**src/rtl/light_mon_pkg.sv**
```systemverilog
// light_mon_pkg: shared phase codes, lamp tuple encodings, fault codes, FSM states and dwell lookup
// Tuples are packed {m1, m2, mt, s}, each lamp encoded {red, yellow, green}.
package light_mon_pkg;
  typedef logic [2:0] phase_t;
  localparam phase_t PH_NONE = 3'd0;
  localparam phase_t PH_A    = 3'd1;
  localparam phase_t PH_B    = 3'd2;
  localparam phase_t PH_C    = 3'd3;
  localparam phase_t PH_D    = 3'd4;
  localparam phase_t PH_E    = 3'd5;
  localparam phase_t PH_F    = 3'd6;
  localparam logic [11:0] TUP_A = 12'b001_001_100_100;
  localparam logic [11:0] TUP_B = 12'b001_010_100_100;
  localparam logic [11:0] TUP_C = 12'b001_100_001_100;
  localparam logic [11:0] TUP_D = 12'b010_100_010_100;
  localparam logic [11:0] TUP_E = 12'b100_100_100_001;
  localparam logic [11:0] TUP_F = 12'b100_100_100_010;
  typedef logic [2:0] fcode_t;
  localparam fcode_t FC_NONE    = 3'd0;
  localparam fcode_t FC_ILLEGAL = 3'd1;
  localparam fcode_t FC_SEQ     = 3'd2;
  localparam fcode_t FC_SHORT   = 3'd3;
  localparam fcode_t FC_LONG    = 3'd4;
  typedef logic [1:0] state_t;
  localparam state_t ST_SYNC  = 2'd0;
  localparam state_t ST_RUN   = 2'd1;
  localparam state_t ST_FAULT = 2'd2;
  function automatic phase_t next_phase(input phase_t p);
    return (p == PH_F) ? PH_A : p + 3'd1;
  endfunction
  // Required dwell in cycles: one more than the configured dwell count.
  function automatic int dwell_req(input phase_t p, input int s1, input int s2, input int s3, input int s4);
    return (p == PH_A) ? s1 + 1 :
           (p == PH_B || p == PH_D) ? s2 + 1 :
           (p == PH_C) ? s3 + 1 : s4 + 1;
  endfunction
endpackage

```
**src/rtl/light_phase_decoder.sv**
```systemverilog
// light_phase_decoder: combinational lamp tuple -> phase decode
// Ports: tuple_i {m1,m2,mt,s}; phase_o 1..6 for A..F, 0 when illegal; valid_o high on a legal tuple.
module light_phase_decoder
  import light_mon_pkg::*;
(
  input  logic [11:0] tuple_i,
  output phase_t      phase_o,
  output logic        valid_o
);
  assign phase_o = (tuple_i == TUP_A) ? PH_A :
                   (tuple_i == TUP_B) ? PH_B :
                   (tuple_i == TUP_C) ? PH_C :
                   (tuple_i == TUP_D) ? PH_D :
                   (tuple_i == TUP_E) ? PH_E :
                   (tuple_i == TUP_F) ? PH_F : PH_NONE;
  assign valid_o = phase_o != PH_NONE;
endmodule

```
**src/rtl/light_conflict_monitor.sv**
```systemverilog
// light_conflict_monitor: checks observed traffic lamp drives for illegal tuples, bad sequencing and dwell violations
// Ports: clk; reset (sync, active-low); m1/m2/mt/s lamp drives {r,y,g}; clr_fault pulse;
//        phase/phase_valid decode of the registered tuple; fault sticky flag; fault_code 0 none,1 ILLEGAL,2 SEQ,3 SHORT,4 LONG.
// Build option: define MON_LONG_CHECK_EN to enable the over-long dwell (LONG) check.
module light_conflict_monitor
  import light_mon_pkg::*;
#(
  parameter int SEC1 = 7,
  parameter int SEC2 = 2,
  parameter int SEC3 = 5,
  parameter int SEC4 = 3
) (
  input  logic       clk,
  input  logic       reset,
  input  logic [2:0] m1,
  input  logic [2:0] m2,
  input  logic [2:0] mt,
  input  logic [2:0] s,
  input  logic       clr_fault,
  output logic [2:0] phase,
  output logic       phase_valid,
  output logic       fault,
  output logic [2:0] fault_code
);
  localparam int M12  = (SEC1 > SEC2) ? SEC1 : SEC2;
  localparam int M34  = (SEC3 > SEC4) ? SEC3 : SEC4;
  localparam int MAXS = (M12 > M34) ? M12 : M34;
  localparam int CW   = $clog2(MAXS + 3);
  localparam logic [CW-1:0] CMAX = CW'(MAXS + 2);
  logic [11:0]   tup_q;
  logic          tv_q;
  phase_t        phase_q, cur;
  logic          valid_q, cv;
  fcode_t        code_q, code_d, new_code;
  state_t        state_q, state_d;
  logic [CW-1:0] cnt_q, cnt_d, req_prev;
  logic          chg, same, f_ill, f_seq, f_short, f_long;
  light_phase_decoder u_dec (
    .tuple_i (tup_q),
    .phase_o (cur),
    .valid_o (cv)
  );
  // Phase transitions compare the freshly decoded tuple against last cycle's decoded phase.
  assign chg      = valid_q && cv && (cur != phase_q);
  assign same     = valid_q && cv && (cur == phase_q);
  assign req_prev = CW'(dwell_req(phase_q, SEC1, SEC2, SEC3, SEC4));
  // tv_q masks the cleared input register on the first edge out of reset.
  assign f_ill    = tv_q && !cv;
  assign f_seq    = (state_q != ST_FAULT) && chg && (cur != next_phase(phase_q));
  assign f_short  = (state_q == ST_RUN) && chg && (cnt_q < req_prev);
`ifdef MON_LONG_CHECK_EN
  logic [CW-1:0] req_cur;
  assign req_cur  = CW'(dwell_req(cur, SEC1, SEC2, SEC3, SEC4));
  // Counter already equals the requirement, so this cycle is the first one beyond it.
  assign f_long   = (state_q == ST_RUN) && same && (cnt_q == req_cur);
`else
  assign f_long   = 1'b0;
`endif
  always_comb begin
    new_code = f_ill ? FC_ILLEGAL : f_seq ? FC_SEQ : f_short ? FC_SHORT : f_long ? FC_LONG : FC_NONE;
    // Latched code is frozen unless cleared; a fault seen alongside the clear overrides it.
    code_d   = (state_q == ST_FAULT && !clr_fault) ? code_q : new_code;
    state_d  = (code_d != FC_NONE) ? ST_FAULT :
               (state_q == ST_FAULT) ? ST_SYNC :
               (state_q == ST_SYNC && chg) ? ST_RUN : state_q;
    cnt_d    = same ? ((cnt_q == CMAX) ? cnt_q : cnt_q + CW'(1)) : CW'(1);
  end
  always_ff @(posedge clk) begin
    if (!reset) begin
      tup_q   <= '0;
      tv_q    <= 1'b0;
      phase_q <= PH_NONE;
      valid_q <= 1'b0;
      code_q  <= FC_NONE;
      state_q <= ST_SYNC;
      cnt_q   <= '0;
    end else begin
      tup_q   <= {m1, m2, mt, s};
      tv_q    <= 1'b1;
      phase_q <= cur;
      valid_q <= cv;
      code_q  <= code_d;
      state_q <= state_d;
      cnt_q   <= cnt_d;
    end
  end
  assign phase       = phase_q;
  assign phase_valid = valid_q;
  assign fault       = state_q == ST_FAULT;
  assign fault_code  = code_q;
endmodule

```
**config.mk**
```make
export PLATFORM = sky130hd
export DESIGN_NAME = light_conflict_monitor
export DESIGN_NICKNAME = d
export VERILOG_FILES = /design/src/rtl/light_mon_pkg.sv /design/src/rtl/light_phase_decoder.sv /design/src/rtl/light_conflict_monitor.sv
export SDC_FILE = /design/constraint.sdc
export NUM_CORES = 1
export LEC_CHECK = 0
export BUFFER_PORTS_ARGS = -buffer_cell sky130_fd_sc_hd__buf_2
export CAP_MARGIN = 15
export CORE_MARGIN = 5
export CORE_UTILIZATION = 35
export DETAILED_ROUTE_END_ITERATION = 10
export HOLD_SLACK_MARGIN = 0.15
export PLACE_DENSITY_LB_ADDON = 0.3
export SLEW_MARGIN = 5
export SYNTH_ARGS = -nofsm -noshare
export SYNTH_HDL_FRONTEND = slang
export SYNTH_SLANG_ARGS = --single-unit
```
**constraint.sdc**
```tcl
create_clock -name clk -period 2.3 [get_ports clk]
set_clock_uncertainty 0.1 [all_clocks]
set_input_delay 0.115 -clock clk [delete_from_list [all_inputs] [get_ports clk]]
set_output_delay 0.115 -clock clk [all_outputs]
set_load 0.01 [all_outputs]
```
-- After elaboration in Yosys (flattened, before gate mapping)
Cells that the tools add are included.
W data, S select, Z words.
- word-level logic and storage cells: 71
- output and inout bits: 8
- bits in registers: 26
- input port bits: 15
- add/sub/neg operators: 2
- bitwise operators: 1
- $lt $le $gt $ge: 1
- equality and inequality tests: 19
- reduce and logical (&&, ||, !) cells: 19
- muxes and demuxes: 20
- operator list (cell ; count):
    $eq A12 B10 Y1 const B ; 3
    $mux W3 ; 9
    $eq A12 B12 Y1 const B ; 2
    $mux W2 ; 7
    $eq A12 B11 Y1 const B ; 1
    $logic_and A1 B1 Y1 ; 10
    $reduce_bool A3 Y1 ; 3
    $eq A3 B2 Y1 const B ; 2
    $eq A3 B3 Y1 const B ; 2
    $ne A3 B3 Y1 ; 2
    $add A4 B1 Y4 const B ; 1
    $eq A4 B4 Y1 const B ; 1
    $lt A4 B4 Y1 ; 1
    $mux W4 ; 1
    $ne A2 B2 Y1 const B ; 2
    $add A3 B1 Y3 const B ; 1
    $eq A3 B1 Y1 const B ; 1
    $eq A3 B3 Y1 ; 1
    $mux W1 ; 3
    $reduce_or A3 Y1 ; 1
    $eq A2 B1 Y1 const B ; 1
    $eq A2 B2 Y1 const B ; 1
    $logic_not A1 Y1 ; 2
    $logic_not A2 Y1 ; 1
    3 further kinds ; 3

-- Logic depth before layout (Yosys ltp)
Gate-level depths: netlist of run 1.
- depth after elaboration: 18
- gate-level depth with buffers: 13
- mapped depth without buffers: 12

-- Cells and area by module
A second synthesis of run 1 with hierarchy kept.
- cells, all modules: 139
- area total of the unflattened synthesis: 1325.0 µm²
- by module, submodules not included (module ; cells an instance ; sequential area each (µm²) ; times used ; area each (µm²)):
    light_conflict_monitor ; 116 ; 520.5 ; 1 ; 1156.1
    light_phase_decoder ; 23 ; 0.0 ; 1 ; 168.9

-- Worst setup path before layout of run 1
Ideal clock, no wire load.
- path kind: reg-to-reg
- start point: register phase_q[1], in the netlist phase[1]
- end point: register state_q[1]
- required time: 2080 ps
- setup slack: -243 ps
- library setup time: 120 ps
- arrival: 2323 ps
- path buffers: 1
- period minus slack after synthesis: 2543 ps
- stages on the path, launching flop included: 14
- cell sequence: dfxtp_1 clkbuf_1 and2_1 ha_1 o21ai_0 nand2_1 o21ai_0 ha_1 o21ai_0 a21oi_1 o21ai_0 nor4bb_1 o311a_1 o31a_1
- longest elaborated chain between the ends: 12
- elaborated cells on any way between the ends: 27
- those cells by class: 1 x add/sub; 1 x order compare; 7 x eq/ne; 9 x mux; 9 x reduce/logical
- RTL lines (element ; line ; RTL):
    from (decl) ; light_conflict_monitor.sv:32 ; phase_t phase_q, cur;
    from (signal assigned) ; light_conflict_monitor.sv:80 ; phase_q <= cur;
    $eq A3 B2 Y1, or another cell as far along ; light_mon_pkg.sv:35 ; (p == PH_C) ? s3 + 1 : s4 + 1;
    $mux W2 or $logic_or A1 B1 Y1 (tied branches) ; light_mon_pkg.sv:35, light_mon_pkg.sv:34 ;
    $mux W3 ; light_mon_pkg.sv:34 ; (p == PH_B || p == PH_D) ? s2 + 1 :
    $mux W4 ; light_mon_pkg.sv:33 ; return (p == PH_A) ? s1 + 1 :
    $lt A4 B4 Y1 ; light_conflict_monitor.sv:50 ; assign f_short = (state_q == ST_RUN) && chg && (cnt_q < req_prev);
    $logic_and A1 B1 Y1 ; light_conflict_monitor.sv:50 ;
    $mux W2 (3 in a row) ; light_conflict_monitor.sv:60 ; new_code = f_ill ? FC_ILLEGAL : f_seq ? FC_SEQ : f_short ? FC_SHORT : f_long ? FC_LONG : FC_NONE;
    $mux W3 ; light_conflict_monitor.sv:62 ; code_d = (state_q == ST_FAULT && !clr_fault) ? code_q : new_code;
    $reduce_bool A3 Y1 ; light_conflict_monitor.sv:63 ; state_d = (code_d != FC_NONE) ? ST_FAULT :
    $reduce_bool A3 Y1 (no source line) or $mux W2 (tied branches) ; - ;
    to (signal assigned) ; light_conflict_monitor.sv:83 ; state_q <= state_d;
    to (decl) ; light_conflict_monitor.sv:35 ; state_t state_q, state_d;
Parallel ways exist; a longest one is shown, timed or not.
A chain may end at the register's enable or synchronous reset.

-- Final worst setup path of run 1
- start point: register tup_q[9]
- end point: register state_q[1]
- longest elaborated chain between the ends: 18
- elaborated cells on any way between the ends: 31
- those cells by class: 8 x eq/ne; 11 x mux; 12 x reduce/logical
- RTL lines (element ; line ; RTL):
    from (decl) ; light_conflict_monitor.sv:30 ; logic [11:0] tup_q;
    from (signal assigned) ; light_conflict_monitor.sv:78 ; tup_q <= {m1, m2, mt, s};
    $eq A12 B12 Y1 ; light_phase_decoder.sv:15 ; (tuple_i == TUP_F) ? PH_F : PH_NONE;
    $mux W3 ; light_phase_decoder.sv:15 ;
    $mux W3 ; light_phase_decoder.sv:14 ; (tuple_i == TUP_E) ? PH_E :
    $mux W3 ; light_phase_decoder.sv:13 ; (tuple_i == TUP_D) ? PH_D :
    $mux W3 ; light_phase_decoder.sv:12 ; (tuple_i == TUP_C) ? PH_C :
    $mux W3 ; light_phase_decoder.sv:11 ; (tuple_i == TUP_B) ? PH_B :
    $mux W3 (*) ; light_phase_decoder.sv:10 ; assign phase_o = (tuple_i == TUP_A) ? PH_A :
    $reduce_bool A3 Y1 ; light_phase_decoder.sv:16 ; assign valid_o = phase_o != PH_NONE;
    $logic_and A1 B1 Y1 (2 in a row) ; light_conflict_monitor.sv:44 ; assign chg = valid_q && cv && (cur != phase_q);
    $logic_and A1 B1 Y1 (2 in a row) ; light_conflict_monitor.sv:50 ;
    $mux W2 (3 in a row) ; light_conflict_monitor.sv:60 ;
    $mux W3 ; light_conflict_monitor.sv:62 ;
    $reduce_bool A3 Y1 ; light_conflict_monitor.sv:63 ;
    $reduce_bool A3 Y1 (no source line) or $mux W2 (tied branches) ; - ;
Mark *: on every way between the ends. The rest lies on a longest branch, timed or not.

==> flow_summary.ini, run 1 <==
[place]
dp_hpwl_um = 2174
port_buffers = 22
dp_worst_setup_slack_ps = -153.1
place_congestion = 0.8326
placed_area_mm2 = 0.001688

[cts]
clock_sinks = 26
numCtsBuffers = 3
htreeDepth = 1
cts_root_buffer = clkbuf_8
clk_pin_slew_ps = 100
clock_latency_ps = 270
cts_buffer_depth = 2
cts_tree = built

[routing]
avgRoutedWirePerCell_um = 11.98
first_pass_iters = 4
wl_um = 3030
drt_iter0_drc = 26
ant_nets = 0
viasPerCell = 4.711
drcViolationCount = 0
vias = 1192

[pwr]
powerDensity_mw_per_mm2 = 484.0
leakagePower_nw = 0.8528
ir_drop_mv = 0.2966

[synthesis]
syn_area_per_cell_um2 = 9.283
syn_inst = 143
ys_types = 38
syn_nets = 164
synth-main-ff-cell = dfxtp_1
synth_area_mm2 = 0.001328
ys_ff_latch = 26
synth_edf_count = 0
synth-seq-area-share = 0.3921
synth_warnings = 0
ys_async_sr_fraction = 0

[sta]
max_freq_mhz = 407.6
rsz0062_at_grt = yes
period_needed_ps = 2453
finalSetupViolCount = 6
worst_pin_slew_ps = 420.2
finalHoldViolations = 0
relSlewSlack = 0.7189
maxSlewViolCount = 0
fin_ws_ps = -153.4
post-route-period-util = 1.067

[floorplanning]
placementRows = 22
start_util = 0.3626
dieWidth_um = 71.59
design.portCount = 23
core_mm2 = 0.003661
dieArea_mm2 = 0.005124
fp.dieH_um = 71.59

[cells_and_area]
drive_gt1_frac = 0.3415
fin_nets = 227
layout_common_cells = buf_4, dfxtp_1, buf_2
final_cell_area_mm2 = 0.001977
diodes = 0
mostFrequentLayoutCell = buf_4
syn2layout_area_growth_pct = 48.92

[worst_setup_path]
cp.arrival_ps = 2520
critPathKind = reg -> reg
cp_slowest_stage_delay_ps = 580
cp_max_fo = 4
ff2ff_setup_slack_ps = -150
rr_endpoint = state_q[1]$_SDFFE_PN0P_
worst-endpoint-required_ps = 2370
crit_chain = or4b_4, o41ai_4, buf_4, nor3_1, a22o_1, a41o_1, o31a_1
slowest_stage = or4b_4
r2r-start = tup_q[9]$_SDFF_PN0_
worstRegToRegCells = 7
crit_path_start_kind = flip-flop
end_kind = flip-flop

[outcome]
status = finished, violations left
violations = negative setup slack

[global_route]
top_usage_layer = met2
grt_use_met2 = 0.2276
grt_usage = 0.1276
grt_max_degree = 25
met1_usage = 0.1581
first_global_vias = 1279
overflow = 0
antenna_found_initial = 0
grt_use_met3 = 0.01823
grt_pass1_wl_um = 5430

[worst_hold_path]
holdCritStartpoint = fault_code[2]$_SDFF_PN0_
hold_depth = 1
hold_end = fault_code[2]$_SDFF_PN0_
worstHoldPathType = reg -> reg

[job]
max-cap-violations = 0
[final cells by class]
| cell class | instances | area (um^2) |
|---|---|---|
| clock buffer | 3 | 41.29 |
| inverter | 9 | 33.78 |
| sequential | 26 | 524.3 |
| fill | 341 | 1684 |
| tap | 48 | 60.06 |
| clock inverter | 1 | 30.03 |
| timing repair buffer | 62 | 445.4 |
| multi-input combinational | 104 | 842.1 |
[per-layer routing]
layer / vias up / share of wire
li1: 628 / -
met3: 2 / 0.030
met4: 0 / 0.0063
met5: - / 0
met2: 20 / 0.49
met1: 542 / 0.48
[Yosys cell counts, types with 2 or more instances]
| cell type | instances | area (um^2) |
|---|---|---|
| xnor2_1 | 5 | 43.79 |
| nand2_1 | 8 | 30.03 |
| o21a_1 | 2 | 15.01 |
| nor4bb_1 | 5 | 50.05 |
| a21oi_1 | 2 | 10.01 |
| ha_1 | 6 | 75.07 |
| dfxtp_1 | 26 | 520.5 |
| nand3_1 | 2 | 10.01 |
| nand2b_1 | 3 | 18.77 |
| o211ai_1 | 2 | 15.01 |
| nor4b_1 | 4 | 35.03 |
| nor3_1 | 3 | 15.01 |
| a31oi_1 | 2 | 12.51 |
| xor2_1 | 3 | 26.28 |
| o31a_1 | 2 | 17.52 |
| and2_1 | 18 | 112.6 |
| inv_1 | 9 | 33.78 |
| nor2_1 | 9 | 33.78 |
| o21ai_0 | 5 | 25.02 |
| o22ai_1 | 2 | 12.51 |
| clkbuf_1 | 4 | 15.01 |
| nor2b_1 | 5 | 31.28 |
[worst max-delay path by stage]
stage / startpoint / endpoint / slack [ps] / depth (start not counted)
floorplan: tup_q[9]$_SDFF_PN0_ / state_q[1]$_SDFFE_PN0P_ / -60 / 6
global placement: tup_q[8]$_SDFF_PN0_ / state_q[1]$_SDFFE_PN0P_ / -90 / 6
detailed placement: tup_q[8]$_SDFF_PN0_ / state_q[1]$_SDFFE_PN0P_ / -150 / 6
CTS: tup_q[9]$_SDFF_PN0_ / state_q[1]$_SDFFE_PN0P_ / -150 / 6
global route: tup_q[9]$_SDFF_PN0_ / state_q[0]$_SDFFE_PP0P_ / -260 / 6
finish: tup_q[9]$_SDFF_PN0_ / state_q[1]$_SDFFE_PN0P_ / -150 / 7
[flip-flops by register name (all words and copies together) (netlist names)]
| register | cells |
|---|---|
| cnt_q | 4 |
| fault_code | 3 |
| phase | 3 |
| phase_valid | 1 |
| state_q | 2 |
| tup_q | 12 |
| tv_q | 1 |
[logic make-up after synthesis]
group	share of synthesized area
AO/OA/AOI/OAI	0.1480
XOR/XNOR	0.05278
adder cells (fa/ha/maj)	0.05655
buffers and inverters	0.03675
flip-flops	0.3921
multiplexers	0.008482
AND/OR/NAND/NOR	0.3054
[where the power goes]
group / switching [mW] / internal, mW
Combinational: 0.0362 / 0.0588
Sequential: 0.0125 / 0.466
Clock: 0.151 / 0.233
[critical path, delay by kind of cell, from the launching register on]
family	cells	cell delay, ps
flops	1	320
simple gates	2	630
buf+inv	1	190
compound gates	4	1110
[through the flow]
step	TNS (ps)	hold slack [ps]	util	instances	power [mW]
3_5_place_dp	-671.5	224.7	0.4610	233	0.5620
3_3_place_gp	-294.3	220.2	0.4610	233	0.5591
6_report	-425.0	418.6	0.5400	253	0.9567
4_1_cts	-466.0	431.3	0.5294	253	0.9654
2_1_floorplan	-55.61	42.72	-	143	0.5257
5_1_grt	-1325	436.7	0.5400	253	0.9900
[what timing repair did]
| item | in CTS | in global routing |
|---|---|---|
| hold endpoints to repair | 14 | 0 |
| pin swaps | 2 | 7 |
| hold buffers | 14 | 0 |
| setup buffers | 2 | 0 |
| gates resized for setup | 5 | 10 |
| endpoints found under the setup margin | 8 | 8 |
(Power assumes the default switching activity.)
==> inputs of run 2 (changes only) <==
- CTS_CLUSTER_DIAMETER: default -> 200
- REMOVE_ABC_BUFFERS: default -> 1
==> flow_summary.ini, run 2 (synthesis results as in run 1) <==
[cells_and_area]
mostFrequentLayoutCell = buf_4
fill_cells = 332
top_regs = tup_q x12, cnt_q x4
diodes = 0
drive_gt1_frac = 0.3623
largest_reg_flops = 12
syn2layout_area_growth_pct = 50.24
layout_common_cells = buf_4, dfxtp_1, buf_2
final_cell_count_no_fill = 255
regMostFlops = tup_q
fin_nets = 230

[place]
dp_hpwl_um = 2160
dp_cells = 237
dp_worst_setup_slack_ps = -220.1
place_congestion = 0.7965
port_buffers = 22

[routing]
avgRoutedWirePerCell_um = 11.93
first_pass_iters = 4
viasPerCell = 4.722
drcViolationCount = 0
ant_nets = 0
drt_iter0_drc = 26
wl_um = 3041
vias = 1204

[floorplanning]
dieArea_mm2 = 0.005124
fp.dieH_um = 71.59
core_mm2 = 0.003661
start_util = 0.3626
dieWidth_um = 71.59
design.portCount = 23
placementRows = 22

[pwr]
p_int_mw = 0.6453
powerDensity_mw_per_mm2 = 415.6
ir_drop_mv = 0.2333
seqPwrFrac = 0.577
p_sw_mw = 0.1836
clkPwrFrac = 0.302
sw_frac_of_total = 0.2215
comb_power_share = 0.121
leakagePower_nw = 0.8578

[global_route]
grt_usage = 0.1263
overflow = 0
first_global_vias = 1233
antenna_found_initial = 0
grt_max_degree = 25
grt_pass1_wl_um = 5292

[sta]
maxSlewViolCount = 0
finalHoldViolations = 0
worst_pin_slew_ps = 361.0
rsz0062_at_grt = yes
post-route-period-util = 1.085
period_needed_ps = 2495
fin_ws_ps = -195.4
relSlewSlack = 0.7575
max_freq_mhz = 400.7
finalSetupViolCount = 8

[worst_setup_path]
cp.arrival_ps = 2560
critPathKind = reg -> reg
crit_chain = or4b_4, buf_6, o41ai_4, buf_4, nor3_2, a22o_1, a41o_1, o31a_1
end_kind = flip-flop
worst-endpoint-required_ps = 2360
cp_slowest_stage_delay_ps = 570
crit_path_start_kind = flip-flop
slowest_stage = or4b_4
cp_max_fo = 4
path_delay_family = compound AO/OA/AOI/OAI gates
cp_num_buf_inv = 2
ff2ff_setup_slack_ps = -200

[cts]
clock_latency_ps = 260
cts_root_buffer = clkbuf_8
clk_pin_slew_ps = 80
htreeDepth = 1
cts_tree = built
clock_sinks = 26
cts_buffer_depth = 2
numCtsBuffers = 3

[job]
max-cap-violations = 0

[outcome]
status = finished, violations left
violations = negative setup slack

[worst_hold_path]
worstHoldPathType = reg -> reg
[run 2: cell count changes in the layout (fill, tap and decap cells not counted), sizes merged]
cell,change
buf,+3
bufinv,-1
[run 2: per-layer routing]
layer,part of all wire,vias to the layer above,global-route usage
li1,-,633,-
met1,0.45,548,0.1526
met2,0.51,19,0.2214
met3,0.026,4,0.02104
met4,0.012,0,0.05010
met5,0,-,0
[run 2: path summary, 6_finish.rpt]
path | start | end | cells after the start
worst max-delay path | tup_q[7]$_SDFF_PN0_ | state_q[1]$_SDFFE_PN0P_ | 8
worst max register to register | tup_q[7]$_SDFF_PN0_ | state_q[1]$_SDFFE_PN0P_ | 8
worst min-delay path | fault_code[2]$_SDFF_PN0_ | fault_code[2]$_SDFF_PN0_ | 1
worst min register to register | fault_code[2]$_SDFF_PN0_ | fault_code[2]$_SDFF_PN0_ | 1
[run 2: power by group through the flow]
stage	Sequential [mW]	Clock (mW)	Combinational [mW]
2_1_floorplan	0.487	0	0.0333
3_3_place_gp	0.486	0	0.0736
3_5_place_dp	0.487	0	0.0755
4_1_cts	0.478	0.259	0.0988
5_1_grt	0.481	0.280	0.110
6_report	0.479	0.250	0.100
[run 2: final cells by class]
type / count / area, um^2 / share of cell area
clock buffers: 3 / 41.29 / 0.02070
inverters: 9 / 33.78 / 0.01694
multi-input cells: 104 / 862.1 / 0.4322
flip-flops and latches: 26 / 525.5 / 0.2635
well taps: 48 / 60.06 / 0.03011
repair buffers: 65 / 471.7 / 0.2365
[run 2: what timing repair did]
action	CTS	global route
pin swaps	11	6
resized for setup	15	6
buffers inserted	1	0
hold buffers	14	0
endpoints found under the hold margin	14	0
setup endpoints to repair	8	8
[run 2: stage by stage]
step	hold WS (ps)	power (mW)	instance area [um^2]	setup TNS, ps	util
floorplan	42.72	0.5207	1313	-468.0	-
global placement	220.4	0.5591	1693	-657.7	0.4624
detailed placement	223.1	0.5625	1693	-942.0	0.4624
CTS	404.3	0.8359	1971	-920.3	0.5383
global route	420.4	0.8716	1994	-1928	0.5448
finish	402.7	0.8290	1994	-925.4	0.5448
